**config.mk**
```make
export PLATFORM = sky130hd
export DESIGN_NAME = hazard_ctrl
export DESIGN_NICKNAME = d
export VERILOG_FILES = /design/src/rtl/hazard_ctrl.sv
export SDC_FILE = /design/constraint.sdc
export NUM_CORES = 1
export LEC_CHECK = 0
export BUFFER_PORTS_ARGS = -buffer_cell sky130_fd_sc_hd__buf_2
export CAP_MARGIN = 25
export CORE_UTILIZATION = 40
export CTS_CLUSTER_SIZE = 24
export DETAILED_ROUTE_END_ITERATION = 10
export PLACE_DENSITY = 0.64
export SYNTH_ARGS = -nofsm -noshare
export SYNTH_HDL_FRONTEND = slang
export SYNTH_SLANG_ARGS = --single-unit
```
**constraint.sdc**
```tcl
create_clock -name clk -period 5.6 [get_ports clk]
set_clock_uncertainty 0.15 [all_clocks]
set_input_delay 0.56 -clock clk [delete_from_list [all_inputs] [get_ports clk]]
set_output_delay 0.56 -clock clk [all_outputs]
set_load 0.1 [all_outputs]
```
**src/rtl/hazard_ctrl.sv**
```systemverilog
// hazard_ctrl
//   Pipeline hazard controller for the five-stage MIPS core. Tracks the
//   in-flight writers in E, M and W from the decode descriptor, ages their
//   cycles-until-result every clock, and derives the D-stage stall plus all
//   forwarding-mux selects for the D, E and M operands.
//
// Ports
//   clk                  core clock, rising edge
//   rst_n                synchronous active-low reset
//   d_r_new / d_t_new    D destination register (0 = none) / cycles until result
//   d_r_use1, d_r_use2   D source registers (0 = none)
//   d_t_use1, d_t_use2   cycles from D until each source is needed
//   stall                hold PC and D register, inject bubble into E
//   fwd_d1, fwd_d2       D operand select: 0 regfile, 1 E result, 2 M result
//   fwd_e1, fwd_e2       E operand select: 0 pipeline, 1 M result, 2 W result
//   fwd_m2               M store-data select: 0 pipeline, 1 W result
module hazard_ctrl (
    input  logic       clk,
    input  logic       rst_n,
    input  logic [4:0] d_r_new,
    input  logic [1:0] d_t_new,
    input  logic [4:0] d_r_use1,
    input  logic [4:0] d_r_use2,
    input  logic [1:0] d_t_use1,
    input  logic [1:0] d_t_use2,
    output logic       stall,
    output logic [1:0] fwd_d1,
    output logic [1:0] fwd_d2,
    output logic [1:0] fwd_e1,
    output logic [1:0] fwd_e2,
    output logic       fwd_m2
);

    // Writer and reader records. W keeps only its register: W never stalls
    // and always has its result, so its timing carries no information.
    logic [4:0] e_r_new, e_r_use1, e_r_use2;
    logic [1:0] e_t_new;
    logic [4:0] m_r_new, m_r_use2;
    logic [1:0] m_t_new;
    logic [4:0] w_r_new;

    // One cycle closer to the result, saturating at zero.
    function automatic logic [1:0] age(input logic [1:0] t);
        return (t == 2'd0) ? 2'd0 : t - 2'd1;
    endfunction

    // Register 0 is hard-wired, so it never matches anything.
    function automatic logic match(input logic [4:0] r_new, input logic [4:0] r);
        return (r != 5'd0) && (r_new == r);
    endfunction

    function automatic logic need_stall(input logic [4:0] r, input logic [1:0] t_use,
                                        input logic [4:0] er, input logic [1:0] et,
                                        input logic [4:0] mr, input logic [1:0] mt);
        return (match(er, r) && (et > t_use)) || (match(mr, r) && (mt > t_use));
    endfunction

    // Nearest stage with a finished result wins.
    function automatic logic [1:0] sel_d(input logic [4:0] r);
        if (match(e_r_new, r) && (e_t_new == 2'd0))
            return 2'd1;
        else if (match(m_r_new, r) && (m_t_new == 2'd0))
            return 2'd2;
        else
            return 2'd0;
    endfunction

    function automatic logic [1:0] sel_e(input logic [4:0] r);
        if (match(m_r_new, r) && (m_t_new == 2'd0))
            return 2'd1;
        else if (match(w_r_new, r))
            return 2'd2;
        else
            return 2'd0;
    endfunction

    always_comb begin
        stall  = need_stall(d_r_use1, d_t_use1, e_r_new, e_t_new, m_r_new, m_t_new)
              || need_stall(d_r_use2, d_t_use2, e_r_new, e_t_new, m_r_new, m_t_new);
        fwd_d1 = sel_d(d_r_use1);
        fwd_d2 = sel_d(d_r_use2);
        fwd_e1 = sel_e(e_r_use1);
        fwd_e2 = sel_e(e_r_use2);
        fwd_m2 = match(w_r_new, m_r_use2);
    end

    always_ff @(posedge clk) begin
        if (!rst_n) begin
            e_r_new  <= 5'd0;
            e_t_new  <= 2'd0;
            e_r_use1 <= 5'd0;
            e_r_use2 <= 5'd0;
            m_r_new  <= 5'd0;
            m_t_new  <= 2'd0;
            m_r_use2 <= 5'd0;
            w_r_new  <= 5'd0;
        end else begin
            // A stalled D instruction stays in D; E receives a bubble.
            if (stall) begin
                e_r_new  <= 5'd0;
                e_t_new  <= 2'd0;
                e_r_use1 <= 5'd0;
                e_r_use2 <= 5'd0;
            end else begin
                e_r_new  <= d_r_new;
                e_t_new  <= age(d_t_new);
                e_r_use1 <= d_r_use1;
                e_r_use2 <= d_r_use2;
            end
            // E, M and W always advance, so a stall drains on its own.
            m_r_new  <= e_r_new;
            m_t_new  <= age(e_t_new);
            m_r_use2 <= e_r_use2;
            w_r_new  <= m_r_new;
        end
    end

endmodule

```
==> key figures <==
Synthesis
  – Cells after Synth: 190
  – Flops & latches, synth: 34
  – Yosys top cell area share: 37.8%
  – Cell variety after synth: 26
  – Avg Cell Area, Syn: 9.47 um^2
  – Synth Area in Adders: 6.95%
  – Cell Area, Synth: 1800 um^2
  – Mapped Nets: 223
  – Synthesis Warnings: 0
  – Post-synth top area cell: dfxtp_1
  – Sequential share of the synthesized area: 37.8%
  – Post-Synth XOR/XNOR Area: 21.4%
  – Synth Area in Compound Gates: 4.87%
  – Post-synthesis mux area share: 0%
  – Largest family of logic cells by synthesized area: simple AND/OR/NAND/NOR gates
  – Top post-synthesis cells by area: dfxtp_1 (38%), xnor2_1 (15%), and2_1 (10%)
  – Simple-Gate Fraction of Synth Area: 25.0%

Clock tree
  – Number of setup buffers added after CTS: 0
  – Root buffer cell: clkbuf_8
  – Depth of the CTS H-tree: 2
  – CTS Sinks: 34
  – Number of CTS-inserted buffers: 5
  – Post-CTS sizing: 0
  – Latest clock arrival within the worst-skew pair: 0.28 ns
  – Clk buf depth: 2
  – Clk slew on worst S/H paths: 0.06 ns
  – Post-CTS Hold Fix Bufs: 0
  – CTS tree: yes

Pwr
  – Pwr Density: 297 nW/um^2
  – Leak pwr: 0.924 nW
  – VDD IR-drop max: 0.160 mV

Timing
  – RSZ-0062 raised after global routing: no
  – Setup Viol. Count Final: 0
  – Fmax achieved: 0.299 GHz
  – Relative slew slack: 52.1%
  – Final count of hold timing violations: 0
  – Clock period minus worst slack: 3.35 ns
  – Hold_ws: 0.261 ns
  – Tcrit/Tclk final: 59.8%
  – Setup TNS: 0 ns
  – Worst-Margin Slew: 0.717 ns
  – Fin. max-slew vios: 0

Route
  – Routed vias/inst: 4.78
  – ANT nets after route: 0
  – WL final: 3540 um
  – First-pass iteration count of the detailed router: 4
  – WL/cell: 12.9 um
  – DR DRC count: 0
  – 1st-iter DRT viols: 55
  – DR vias: 1311

Setup path
  – Worst Path Arrival: 2.64 ns
  – Max FO, Critical Path: 4
  – CP endpoint: fwd_d1[1]
  – Setup crit end kind: output pin
  – RR Endpoint: e_t_new[0]
  – CP Cell Sequence: buf_2, or4_1, o211ai_1, nor3_1, or4_1, nor3_1, buf_2
  – Worst Path Class, Setup: input pin to output pin
  – Worst R2R Start: m_t_new[1]
  – Worst Setup SP: d_r_use1[1]
  – R2R Setup Slk: 3.39 ns
  – Worst stage delay on the critical path: 0.54 ns
  – Worst EP required: 4.89 ns
  – FF-to-FF path depth: 6
  – Slowest CP cell: or4_1
  – Worst Setup Start Kind: input pin

Cells and area
  – Fin area: 2120 um^2
  – Layout cells sized above 1: 20.3%
  – Cell Count, Final, Fillers Out: 274
  – Antenna Cells: 0
  – # nets final: 255
  – Area delta synth->final: 17.9%

Die
  – Die width: 69.1 um
  – Initial Utilization: 41.6%
  – Die H: 69.1 um
  – Core area: 4320 um^2
  – Ports: 33
  – DIE AREA: 4770 um^2
  – Row cnt: 24

Placed design
  – I/O Buffers: 32
  – Placed Area: 2010 um^2
  – Hpwl dp: 2810 um
  – Placed cells: 267
  – Placer Congestion: 0.843

Flow run
  – Max-cap check violation count: 0

Run status
  – Status: complete, no violations

Global routing
  – Vias in the first global route: 1304
  – Total grt overflow: 0
  – First-pass GRT wire length: 6100 um
  – Largest net degree at the start of global routing: 18
  – Initial antenna violation count: 0
  – Gr usage total: 16.4%

Worst hold path
  – Hold Path Class: flip-flop to flip-flop
## kinds of logic after synthesis
kind of cell,after synthesis
AOI/OAI and AO/OA,11
buffers and inverters,17
xor gates and xnor gates,44
and+or+nand+nor,74
DFF,34
adders and majority gates,10
## synthesized netlist by cell type, drive strengths merged
| cell | instances |
|---|---|
| nand3 | 4 |
| nor2b | 2 |
| a21oi | 3 |
| nor3b | 2 |
| dfxtp | 34 |
| xnor2 | 30 |
| ha | 10 |
| a2111oi | 2 |
| inv | 10 |
| and2 | 30 |
| clkbuf | 6 |
| o41ai | 2 |
| nand4 | 3 |
| or4 | 7 |
| xor2 | 14 |
| nor2 | 8 |
| nor3 | 4 |
| nand2 | 5 |
| nor4b | 1 |
| o211ai | 2 |
| o21ai | 2 |
| nor4 | 8 |
| buf | 1 |
## metrics by stage
step / setup slack, ns / power [W] / util (%)
6_report: 2.25 / 0.000630 / 49.1
5_1_grt: 2.11 / 0.000662 / 49.1
3_5_place_dp: 2.23 / 0.000409 / 46.5
3_3_place_gp: 2.31 / 0.000407 / 46.5
2_1_floorplan: 0.201 / 0.000378 / -
4_1_cts: 2.23 / 0.000640 / 49.1
## power breakdown
group	total [W]	switching, W	internal [W]
registers	0.000271	0.0000157	0.000255
logic	0.000131	0.0000823	0.0000486
clock network	0.000228	0.0000858	0.000142
## flip-flops by register name, indices dropped and copies added, names as in the netlist
name,cells
e_r_use2,5
m_r_new,5
e_t_new,2
m_r_use2,5
e_r_new,5
w_r_new,5
m_t_new,2
e_r_use1,5
## routing by layer
layer  GRT usage [%]  vias to the layer above  wire length, um
li1                -                      701                -
met1            19.4                      577             1660
met2            27.5                       27             1690
met3            5.12                        6              129
met4            6.35                        0               60
met5               0                        -                0
## worst max-delay path, delay by kind of cell
kind	cells	cell delay [ns]
and+or+nand+nor	4	1.21
buffers and inverters	2	0.58
AOI/OAI and AO/OA	1	0.29
## area by class of cell
class,count,area (um^2)
Clock buffer,6,82.6
Fill cell,432,2200
Sequential cell,34,681
Inverter,10,37.5
Timing Repair Buffer,32,160
Tap cell,52,65.1
Multi-Input combinational cell,139,1070
Clock inverter,1,30.0
## cells in the final DEF (no fill, tap or decap)
master / netlist / layout
nor3b_1: 2 / 2
and2_1: 30 / 30
o211ai_1: 1 / 1
clkbuf_8: 0 / 6
inv_1: 10 / 10
nor3_1: 4 / 4
nor4b_1: 1 / 1
buf_2: 0 / 32
nand3_1: 4 / 4
a2111oi_1: 1 / 1
o21ai_0: 2 / 2
a2111oi_2: 1 / 1
nor4_4: 1 / 1
nor2_1: 8 / 8
nand4_1: 3 / 3
nor2b_1: 2 / 2
ha_1: 10 / 10
o211ai_2: 1 / 1
nor4_1: 7 / 4
nor4_2: 0 / 3
nand2_1: 5 / 5
o41ai_1: 2 / 2
dfxtp_1: 34 / 34
or4_1: 7 / 7
xnor2_1: 30 / 30
bufinv_16: 0 / 1
xor2_1: 14 / 14
a21oi_1: 3 / 3
## how the worst min path moves through the flow
| stage | from | to | depth (start not counted) |
|---|---|---|---|
| 2_1_floorplan | e_t_new[0] | m_t_new[0] | 1 |
| 3_3_place_gp | e_t_new[0] | m_t_new[0] | 1 |
| 3_5_place_dp | e_t_new[0] | m_t_new[0] | 1 |
| 4_1_cts | e_t_new[0] | m_t_new[0] | 1 |
| 5_1_grt | e_t_new[0] | m_t_new[0] | 1 |
| 6_report | e_t_new[0] | m_t_new[0] | 1 |
(Power assumes the default switching activity.)
